==> src/rtl/cdb_arbiter.sv <==
// rtl/cdb_arbiter.sv - two-source result arbiter driving the common data bus; CDB_RR_EN selects round-robin instead of fixed LSB priority
`ifndef ROB_SIZE_LOG
`define ROB_SIZE_LOG 4
`endif

module cdb_arbiter #(
    parameter int TAG_W = `ROB_SIZE_LOG
) (
    input  logic             clk,
    input  logic             rst,
    input  logic             rdy,
    input  logic             jump_rst,

    input  logic             alu_valid,
    output logic             alu_ready,
    input  logic [TAG_W-1:0] alu_reorder,
    input  logic [31:0]      alu_value,
    input  logic             alu_jump,
    input  logic [31:0]      alu_target,

    input  logic             lsb_valid,
    output logic             lsb_ready,
    input  logic [TAG_W-1:0] lsb_reorder,
    input  logic [31:0]      lsb_value,

    output logic             cdb_valid,
    output logic [TAG_W-1:0] cdb_reorder,
    output logic [31:0]      cdb_value,
    output logic             cdb_jump,
    output logic [31:0]      cdb_target
);

    // Cycle in which the arbiter may accept and broadcast results.
    logic active;
    assign active = !rst && !jump_rst && rdy;

    // One-entry hold slot per source.
    logic             hold_alu_valid_q,   hold_alu_valid_d;
    logic [TAG_W-1:0] hold_alu_reorder_q, hold_alu_reorder_d;
    logic [31:0]      hold_alu_value_q,   hold_alu_value_d;
    logic             hold_alu_jump_q,    hold_alu_jump_d;
    logic [31:0]      hold_alu_target_q,  hold_alu_target_d;

    logic             hold_lsb_valid_q,   hold_lsb_valid_d;
    logic [TAG_W-1:0] hold_lsb_reorder_q, hold_lsb_reorder_d;
    logic [31:0]      hold_lsb_value_q,   hold_lsb_value_d;

    // Registered bus outputs.
    logic             cdb_valid_q,   cdb_valid_d;
    logic [TAG_W-1:0] cdb_reorder_q, cdb_reorder_d;
    logic [31:0]      cdb_value_q,   cdb_value_d;
    logic             cdb_jump_q,    cdb_jump_d;
    logic [31:0]      cdb_target_q,  cdb_target_d;

`ifdef CDB_RR_EN
    // Source that received the most recent grant; 1 = ALU, 0 = LSB.
    localparam logic LG_ALU = 1'b1;
    localparam logic LG_LSB = 1'b0;
    logic last_grant_q, last_grant_d;
`endif

    logic grant_alu;
    logic grant_lsb;
    logic alu_fire;
    logic lsb_fire;

    // Pick at most one occupied slot to broadcast this cycle.
    always_comb begin
        grant_alu = 1'b0;
        grant_lsb = 1'b0;
        if (active) begin
            if (hold_alu_valid_q && hold_lsb_valid_q) begin
`ifdef CDB_RR_EN
                grant_alu = (last_grant_q == LG_LSB);
                grant_lsb = (last_grant_q == LG_ALU);
`else
                grant_lsb = 1'b1;
`endif
            end else begin
                grant_alu = hold_alu_valid_q;
                grant_lsb = hold_lsb_valid_q;
            end
        end
    end

    // A slot can take a new result when empty or when it drains this cycle.
    always_comb begin
        alu_ready = active && (!hold_alu_valid_q || grant_alu);
        lsb_ready = active && (!hold_lsb_valid_q || grant_lsb);
        alu_fire  = alu_valid && alu_ready;
        lsb_fire  = lsb_valid && lsb_ready;
    end

    // Next state of hold slots, bus registers and grant history.
    always_comb begin
        hold_alu_valid_d   = hold_alu_valid_q;
        hold_alu_reorder_d = hold_alu_reorder_q;
        hold_alu_value_d   = hold_alu_value_q;
        hold_alu_jump_d    = hold_alu_jump_q;
        hold_alu_target_d  = hold_alu_target_q;
        hold_lsb_valid_d   = hold_lsb_valid_q;
        hold_lsb_reorder_d = hold_lsb_reorder_q;
        hold_lsb_value_d   = hold_lsb_value_q;
        cdb_valid_d        = cdb_valid_q;
        cdb_reorder_d      = cdb_reorder_q;
        cdb_value_d        = cdb_value_q;
        cdb_jump_d         = cdb_jump_q;
        cdb_target_d       = cdb_target_q;
`ifdef CDB_RR_EN
        last_grant_d       = last_grant_q;
`endif

        if (jump_rst) begin
            // Flush discards pending results but keeps the grant history.
            hold_alu_valid_d = 1'b0;
            hold_lsb_valid_d = 1'b0;
            cdb_valid_d      = 1'b0;
        end else if (rdy) begin
            if (alu_fire) begin
                hold_alu_valid_d   = 1'b1;
                hold_alu_reorder_d = alu_reorder;
                hold_alu_value_d   = alu_value;
                hold_alu_jump_d    = alu_jump;
                hold_alu_target_d  = alu_target;
            end else if (grant_alu) begin
                hold_alu_valid_d = 1'b0;
            end

            if (lsb_fire) begin
                hold_lsb_valid_d   = 1'b1;
                hold_lsb_reorder_d = lsb_reorder;
                hold_lsb_value_d   = lsb_value;
            end else if (grant_lsb) begin
                hold_lsb_valid_d = 1'b0;
            end

            if (grant_alu) begin
                cdb_valid_d   = 1'b1;
                cdb_reorder_d = hold_alu_reorder_q;
                cdb_value_d   = hold_alu_value_q;
                cdb_jump_d    = hold_alu_jump_q;
                cdb_target_d  = hold_alu_target_q;
`ifdef CDB_RR_EN
                last_grant_d  = LG_ALU;
`endif
            end else if (grant_lsb) begin
                // Loads never redirect the front end.
                cdb_valid_d   = 1'b1;
                cdb_reorder_d = hold_lsb_reorder_q;
                cdb_value_d   = hold_lsb_value_q;
                cdb_jump_d    = 1'b0;
                cdb_target_d  = 32'h0;
`ifdef CDB_RR_EN
                last_grant_d  = LG_LSB;
`endif
            end else begin
                cdb_valid_d = 1'b0;
            end
        end
    end

    // State registers; reset dominates flush and the global enable.
    always_ff @(posedge clk) begin
        if (rst) begin
            hold_alu_valid_q   <= 1'b0;
            hold_alu_reorder_q <= '0;
            hold_alu_value_q   <= 32'h0;
            hold_alu_jump_q    <= 1'b0;
            hold_alu_target_q  <= 32'h0;
            hold_lsb_valid_q   <= 1'b0;
            hold_lsb_reorder_q <= '0;
            hold_lsb_value_q   <= 32'h0;
            cdb_valid_q        <= 1'b0;
            cdb_reorder_q      <= '0;
            cdb_value_q        <= 32'h0;
            cdb_jump_q         <= 1'b0;
            cdb_target_q       <= 32'h0;
`ifdef CDB_RR_EN
            last_grant_q       <= LG_LSB;
`endif
        end else begin
            hold_alu_valid_q   <= hold_alu_valid_d;
            hold_alu_reorder_q <= hold_alu_reorder_d;
            hold_alu_value_q   <= hold_alu_value_d;
            hold_alu_jump_q    <= hold_alu_jump_d;
            hold_alu_target_q  <= hold_alu_target_d;
            hold_lsb_valid_q   <= hold_lsb_valid_d;
            hold_lsb_reorder_q <= hold_lsb_reorder_d;
            hold_lsb_value_q   <= hold_lsb_value_d;
            cdb_valid_q        <= cdb_valid_d;
            cdb_reorder_q      <= cdb_reorder_d;
            cdb_value_q        <= cdb_value_d;
            cdb_jump_q         <= cdb_jump_d;
            cdb_target_q       <= cdb_target_d;
`ifdef CDB_RR_EN
            last_grant_q       <= last_grant_d;
`endif
        end
    end

    assign cdb_valid   = cdb_valid_q;
    assign cdb_reorder = cdb_reorder_q;
    assign cdb_value   = cdb_value_q;
    assign cdb_jump    = cdb_jump_q;
    assign cdb_target  = cdb_target_q;

endmodule
==> config.mk <==
export PLATFORM = sky130hd
export DESIGN_NAME = cdb_arbiter
export DESIGN_NICKNAME = d
export VERILOG_FILES = /design/src/rtl/cdb_arbiter.sv
export SDC_FILE = /design/constraint.sdc
export NUM_CORES = 1
export LEC_CHECK = 0
export BUFFER_PORTS_ARGS = -buffer_cell sky130_fd_sc_hd__buf_2
export CAP_MARGIN = 20
export CORE_ASPECT_RATIO = 1.1
export CORE_MARGIN = 1
export CORE_UTILIZATION = 47
export CTS_BUF_LIST = sky130_fd_sc_hd__clkbuf_4 sky130_fd_sc_hd__clkbuf_8 sky130_fd_sc_hd__clkbuf_16
export DETAILED_ROUTE_END_ITERATION = 7
export GPL_TIMING_DRIVEN = 0
export PLACE_DENSITY_LB_ADDON = 0.3
export RECOVER_POWER = 100
export SLEW_MARGIN = 0
export SYNTH_ARGS = -nofsm -noshare
export SYNTH_HDL_FRONTEND = slang
export SYNTH_SLANG_ARGS = --single-unit
==> constraint.sdc <==
create_clock -name clk -period 4.2 [get_ports clk]
set_input_delay 0.21 -clock clk [delete_from_list [all_inputs] [get_ports clk]]
set_output_delay 0.21 -clock clk [all_outputs]
set_load 0.05 [all_outputs]
==> results.toml, run 1 <==
[cells_and_area]
drive_gt1_share_pct = 16.1
final_common_cell = "dfxtp_1"
fill_cells = 1266
regArea_um2 = 3540
area.growth.synth_to_final_pct = 28.9
fin_util_pct = 62.5
multi_input_area_um2 = 2700
nets = 1104
final_cell_mix = "dfxtp_1, clkbuf_1, buf_2"

[power]
fin_total_pwr_mw = 3.60
ir_drop_uv = 278
pwr_density_cell_nw_per_um2 = 415
total_leakage_power_nw = 3.12

[yosys]
ys_types = 31
ys_seq_area_share_pct = 52.7
yosys_warnings = 0
synth_area_per_cell_um2 = 8.82
synth_edf_count = 0
ys_ff_latch = 177
synth_ff_type = "dfxtp_1"
syn_inst = 762
syn-cell-area_um2 = 6720
syn-num-nets = 873
synthArstFlopShare_pct = 0

[timing]
setup_viol = 0
hold_violations = 0
clock_skew_ns = 0.00667
rsz0062_at_grt = "false"
fmax_mhz = 390
slew_headroom_pct = 7.16
slew_violations = 0
tns_ns = 0
min_period_ns = 2.56
fin_hold_ws_ns = 0.00930
worst_pin_slew_ns = 1.38
finalCritPeriodShare_pct = 61.0

[drt]
finalWirelength_mm = 19.8
drc_errors = 0
drt_iter0_markers = 597
via_per_inst = 5.46
post_drt_wl_per_cell_um = 16.6
drt.antenna.violating_nets = 0
drtPass1Iterations = 4
vias = 6531

[setup_path]
path_common_cell = "clkbuf_1"
path_delay_family = "buffers and inverters"
path_cells = "clkbuf_1 > clkbuf_1 > clkbuf_1 > a21oi_1 > clkbuf_1"
arrival_ns = 2.35
critPathBufInv = 4
end_kind = "primary output"
cp.required_ns = 3.99
crit_start = "hold_lsb_valid_q"
worstSetupPathType = "flip-flop to primary output"
crit_path_max_incr_delay_ns = 0.43
path_max_fanout = 10
r2r_slack_ns = 1.84
timing.rr.start = "hold_lsb_valid_q"
startpoint_type = "flip-flop"
slowest_stage = "clkbuf_1"

[global_route]
first_global_vias = 6122
antenna_found_initial = 2
gr-total-overflow = 0
grt_max_degree = 17
grt_pass1_wl_mm = 30.9
grt_use_total_pct = 27.4

[clock_tree]
cts_resized = 0
clk_path_buf_depth = 2
cts_tree = "built"
clkTransAtPathRegs_ns = 0.07
ctsHtreeMaxLevel = 4
cts.sinks = 177
cts_inserted_buffers = 17
clock_latency_ns = 0.44
root_buffer = "clkbuf_16"

[placement]
port_buffers = 181
place.gp.congestion = 0.876
dp_hpwl_mm = 13.5

[min_path]
hold_class = "primary input to flip-flop"
hp-start = "lsb_value[28]"

[die]
die_area_um2 = 14800
die-height_um = 127
std_cell_rows = 45
initial_core_util_pct = 48.5
ios = 183
dieWidth_um = 116
placeableCoreArea_um2 = 13900

[run_status]
outcome = "complete, no violations"

[flow_run]
cap_viol_max_count = 0
cells by family (layout without fill, tap and decap cells):
logic type	after synthesis	count (layout)	synth area share (%)
compound gates	311	311	28.9
flops	177	177	52.7
simple gates	161	161	11.0
buf+inv	111	355	7.02
mux	2	2	0.298
other cells	0	2	0
stage by stage:
step | area (µm²) | setup slack [ns] | std cells
floorplan | 6720 | 2.21 | 762
global placement | 7860 | 2.21 | 1131
detailed placement | 7860 | 2.21 | 1131
CTS | 8760 | 1.89 | 1194
global route | 8660 | 1.53 | 1196
finish | 8660 | 1.64 | 1196
layer usage:
metal	up-vias	GRT usage, %	wire [µm]
li1	3217	-	-
met1	3030	35.6	8620
met2	244	43.9	9550
met3	40	5.31	1120
met4	0	12.0	556
met5	-	0	0
repair_timing:
item	4_1_cts	5_1_grt
endpoints found under the hold margin	31	0
hold buffers	31	0
buffers inserted	0	0
cells in the mapped netlist, types with 2 or more instances:
cell type    n  share of area, %
dfxtp_1    177                53
a21oi_1    115               8.6
nand3_1     69               5.1
o21ai_0     68               5.1
a22o_1      60               7.8
clkbuf_1    55               3.1
nand2_1     45               2.5
nor2_1      28               1.6
a211oi_1    27               3.0
inv_1       27               1.5
o31ai_1     27               3.0
buf_2       18               1.3
nor3_1      12              0.89
o22ai_1      9              0.84
buf_1        4              0.22
buf_4        3              0.34
buf_6        2              0.34
mux2i_1      2              0.30
nand4bb_1    2              0.34
report_power, final:
part | total [mW] | internal, mW | switching, mW
Clock | 1.57 | 0.879 | 0.696
Combinational | 0.299 | 0.113 | 0.186
Sequential | 1.72 | 1.71 | 0.0136
Total | 3.60 | 2.70 | 0.896
sequential cells by signal, indices dropped and copies added, names as in the netlist, 4 cells and up:
register and cells:
hold_lsb_reorder_q 4, cdb_reorder 4, hold_alu_value_q 32, hold_alu_target_q 32
hold_alu_reorder_q 4, cdb_value 32, cdb_target 32, hold_lsb_value_q 32
cell type report:
cell class / instances / share of cell area [%]
antenna: 2 / 0.0578
buffer: 83 / 4.07
clock buffer: 17 / 4.91
clock inverter: 15 / 1.86
inverter: 28 / 1.27
multi-input combinational: 474 / 31.2
sequential: 177 / 40.9
tap: 188 / 2.72
timing repair buffer: 212 / 13.0
worst register-to-register path, delay by kind of cell, from the launching register on:
family                 cells  cell delay (ns)
and+or+nand+nor            1             0.16
buffers and inverters      2             0.60
AOI/OAI and AO/OA          2             1.23
DFF                        1             0.30
final timing paths:
kind                           endpoint  cells after the start
setup / recovery              alu_ready                      5
hold / removal     hold_lsb_value_q[28]                      3
setup reg to reg   hold_alu_value_q[24]                      5
hold reg to reg   hold_lsb_reorder_q[3]                      2
Power figures use the tool's default switching activity.
==> run 2: changes to the inputs <==
Clock period 4.2 ns to 2.3 ns, I/O delays scaled along.
==> results.toml, run 2 (synthesis gave the netlist of run 1 again) <==
[clock_tree]
root_buffer = "clkbuf_16"
cts_resized = 0
clock_latency_ns = 0.44
clkTransAtPathRegs_ns = 0.07
clk_path_buf_depth = 2
cts.sinks = 177
ctsHtreeMaxLevel = 4
cts_tree = "built"
cts_setup_buffers = 0
cts_inserted_buffers = 17

[drt]
vias = 7013
drt.antenna.violating_nets = 0
drtPass1Iterations = 5
finalWirelength_mm = 21.7
drc_errors = 0
post_drt_wl_per_cell_um = 17.1
via_per_inst = 5.53
drt_iter0_markers = 595

[setup_path]
slowest_stage = "buf_2"
path_cells = "clkbuf_1 > buf_2 > buf_2 > nand3b_1 > o22ai_1 > nor3_1"
path_common_cell = "buf_2"
startpoint_type = "flip-flop"
worstSetupPathType = "flip-flop to flip-flop"
arrival_ns = 2.46
path_max_fanout = 19
end_kind = "flip-flop"
r2r_slack_ns = 0.14
crit_path_max_incr_delay_ns = 0.41
cp.required_ns = 2.60

[die]
ios = 183
dieWidth_um = 116
die-height_um = 127
std_cell_rows = 45
die_area_um2 = 14800
placeableCoreArea_um2 = 13900
initial_core_util_pct = 48.5

[global_route]
antenna_found_initial = 1
gr-total-overflow = 0
grt_pass1_wl_mm = 33.6
first_global_vias = 6754
grt_use_total_pct = 29.8
grt_max_degree = 17

[cells_and_area]
multi_input_area_um2 = 2700
regArea_um2 = 3540
nets = 1178
final_cell_mix = "dfxtp_1, clkbuf_1, buf_2"
fill_cells = 1157
area.growth.synth_to_final_pct = 40.0
drive_gt1_share_pct = 15.3
final_common_cell = "dfxtp_1"

[power]
pwr_density_cell_nw_per_um2 = 712
total_leakage_power_nw = 3.44
ir_drop_uv = 514

[timing]
slew_headroom_pct = 40.8
fin_hold_ws_ns = 0.0336
min_period_ns = 2.16
fmax_mhz = 463
finalCritPeriodShare_pct = 93.9
tns_ns = 0
clock_skew_ns = 0.00782
slew_violations = 0
hold_violations = 0
worst_pin_slew_ns = 0.886
setup_viol = 0
rsz0062_at_grt = "false"

[run_status]
outcome = "complete, no violations"

[placement]
place.gp.congestion = 0.876
port_buffers = 181
dp_hpwl_mm = 13.5

[min_path]
hold_class = "primary input to flip-flop"

[flow_run]
cap_viol_max_count = 0
[run 2: power by group]
| group | internal [mW] | switching, mW | leakage [nW] |
|---|---|---|---|
| registers | 3.12 | 0.0251 | 1.43 |
| logic | 0.290 | 0.366 | 1.75 |
| clock network | 1.60 | 1.29 | 0.264 |
[run 2: what timing repair did]
action                                 in CTS  in global routing
setup endpoints to repair                   0                  1
hold buffers                              106                  0
endpoints found under the hold margin     108                  0
[run 2: final timing paths]
path	start	end	cells past startpoint
min	lsb_valid	hold_lsb_valid_q	3
max	hold_lsb_valid_q	cdb_reorder[0]	6
min reg2reg	hold_lsb_reorder_q[3]	hold_lsb_reorder_q[3]	2
max reg2reg	hold_lsb_valid_q	cdb_reorder[0]	6
[run 2: metal layers]
metal / track usage [%] / routed length [µm] / part of all wire, % / up-vias
met1: 36.5 / 8930 / 41 / 3247
met3: 6.26 / 1370 / 6.3 / 72
met5: 0 / 0 / 0 / -
met4: 15.0 / 782 / 3.6 / 0
li1: - / - / - / 3366
met2: 49.3 / 10600 / 49 / 328
[run 2: cell type report]
cell class              instances  share of cell area [%]
clock inverters                15                    1.72
clock buffers                  17                    4.52
multi-input cells             474                    28.7
diodes                          1                  0.0266
plain buffers                  82                    3.74
flip-flops and latches        177                    37.7
well taps                     188                    2.50
repair buffers                287                    19.9
inverters                      28                    1.17
[run 2: worst max-delay path, delay by kind of cell (launching register included)]
kind | cells | cell delay (ns)
and+or+nand+nor | 2 | 0.46
DFF | 1 | 0.31
AOI/OAI and AO/OA | 1 | 0.29
buffers and inverters | 3 | 0.96
[run 2: stage by stage]
stage,worst slack (ns),cells,utilization [%],area (µm²),power [mW]
floorplan,0.503,762,-,6720,3.51
global placement,0.364,1131,56.7,7860,3.71
detailed placement,0.328,1131,56.7,7860,3.72
CTS,0.0873,1269,68.6,9510,6.69
global route,0.0383,1269,67.9,9410,6.88
finish,0.140,1269,67.9,9410,6.70
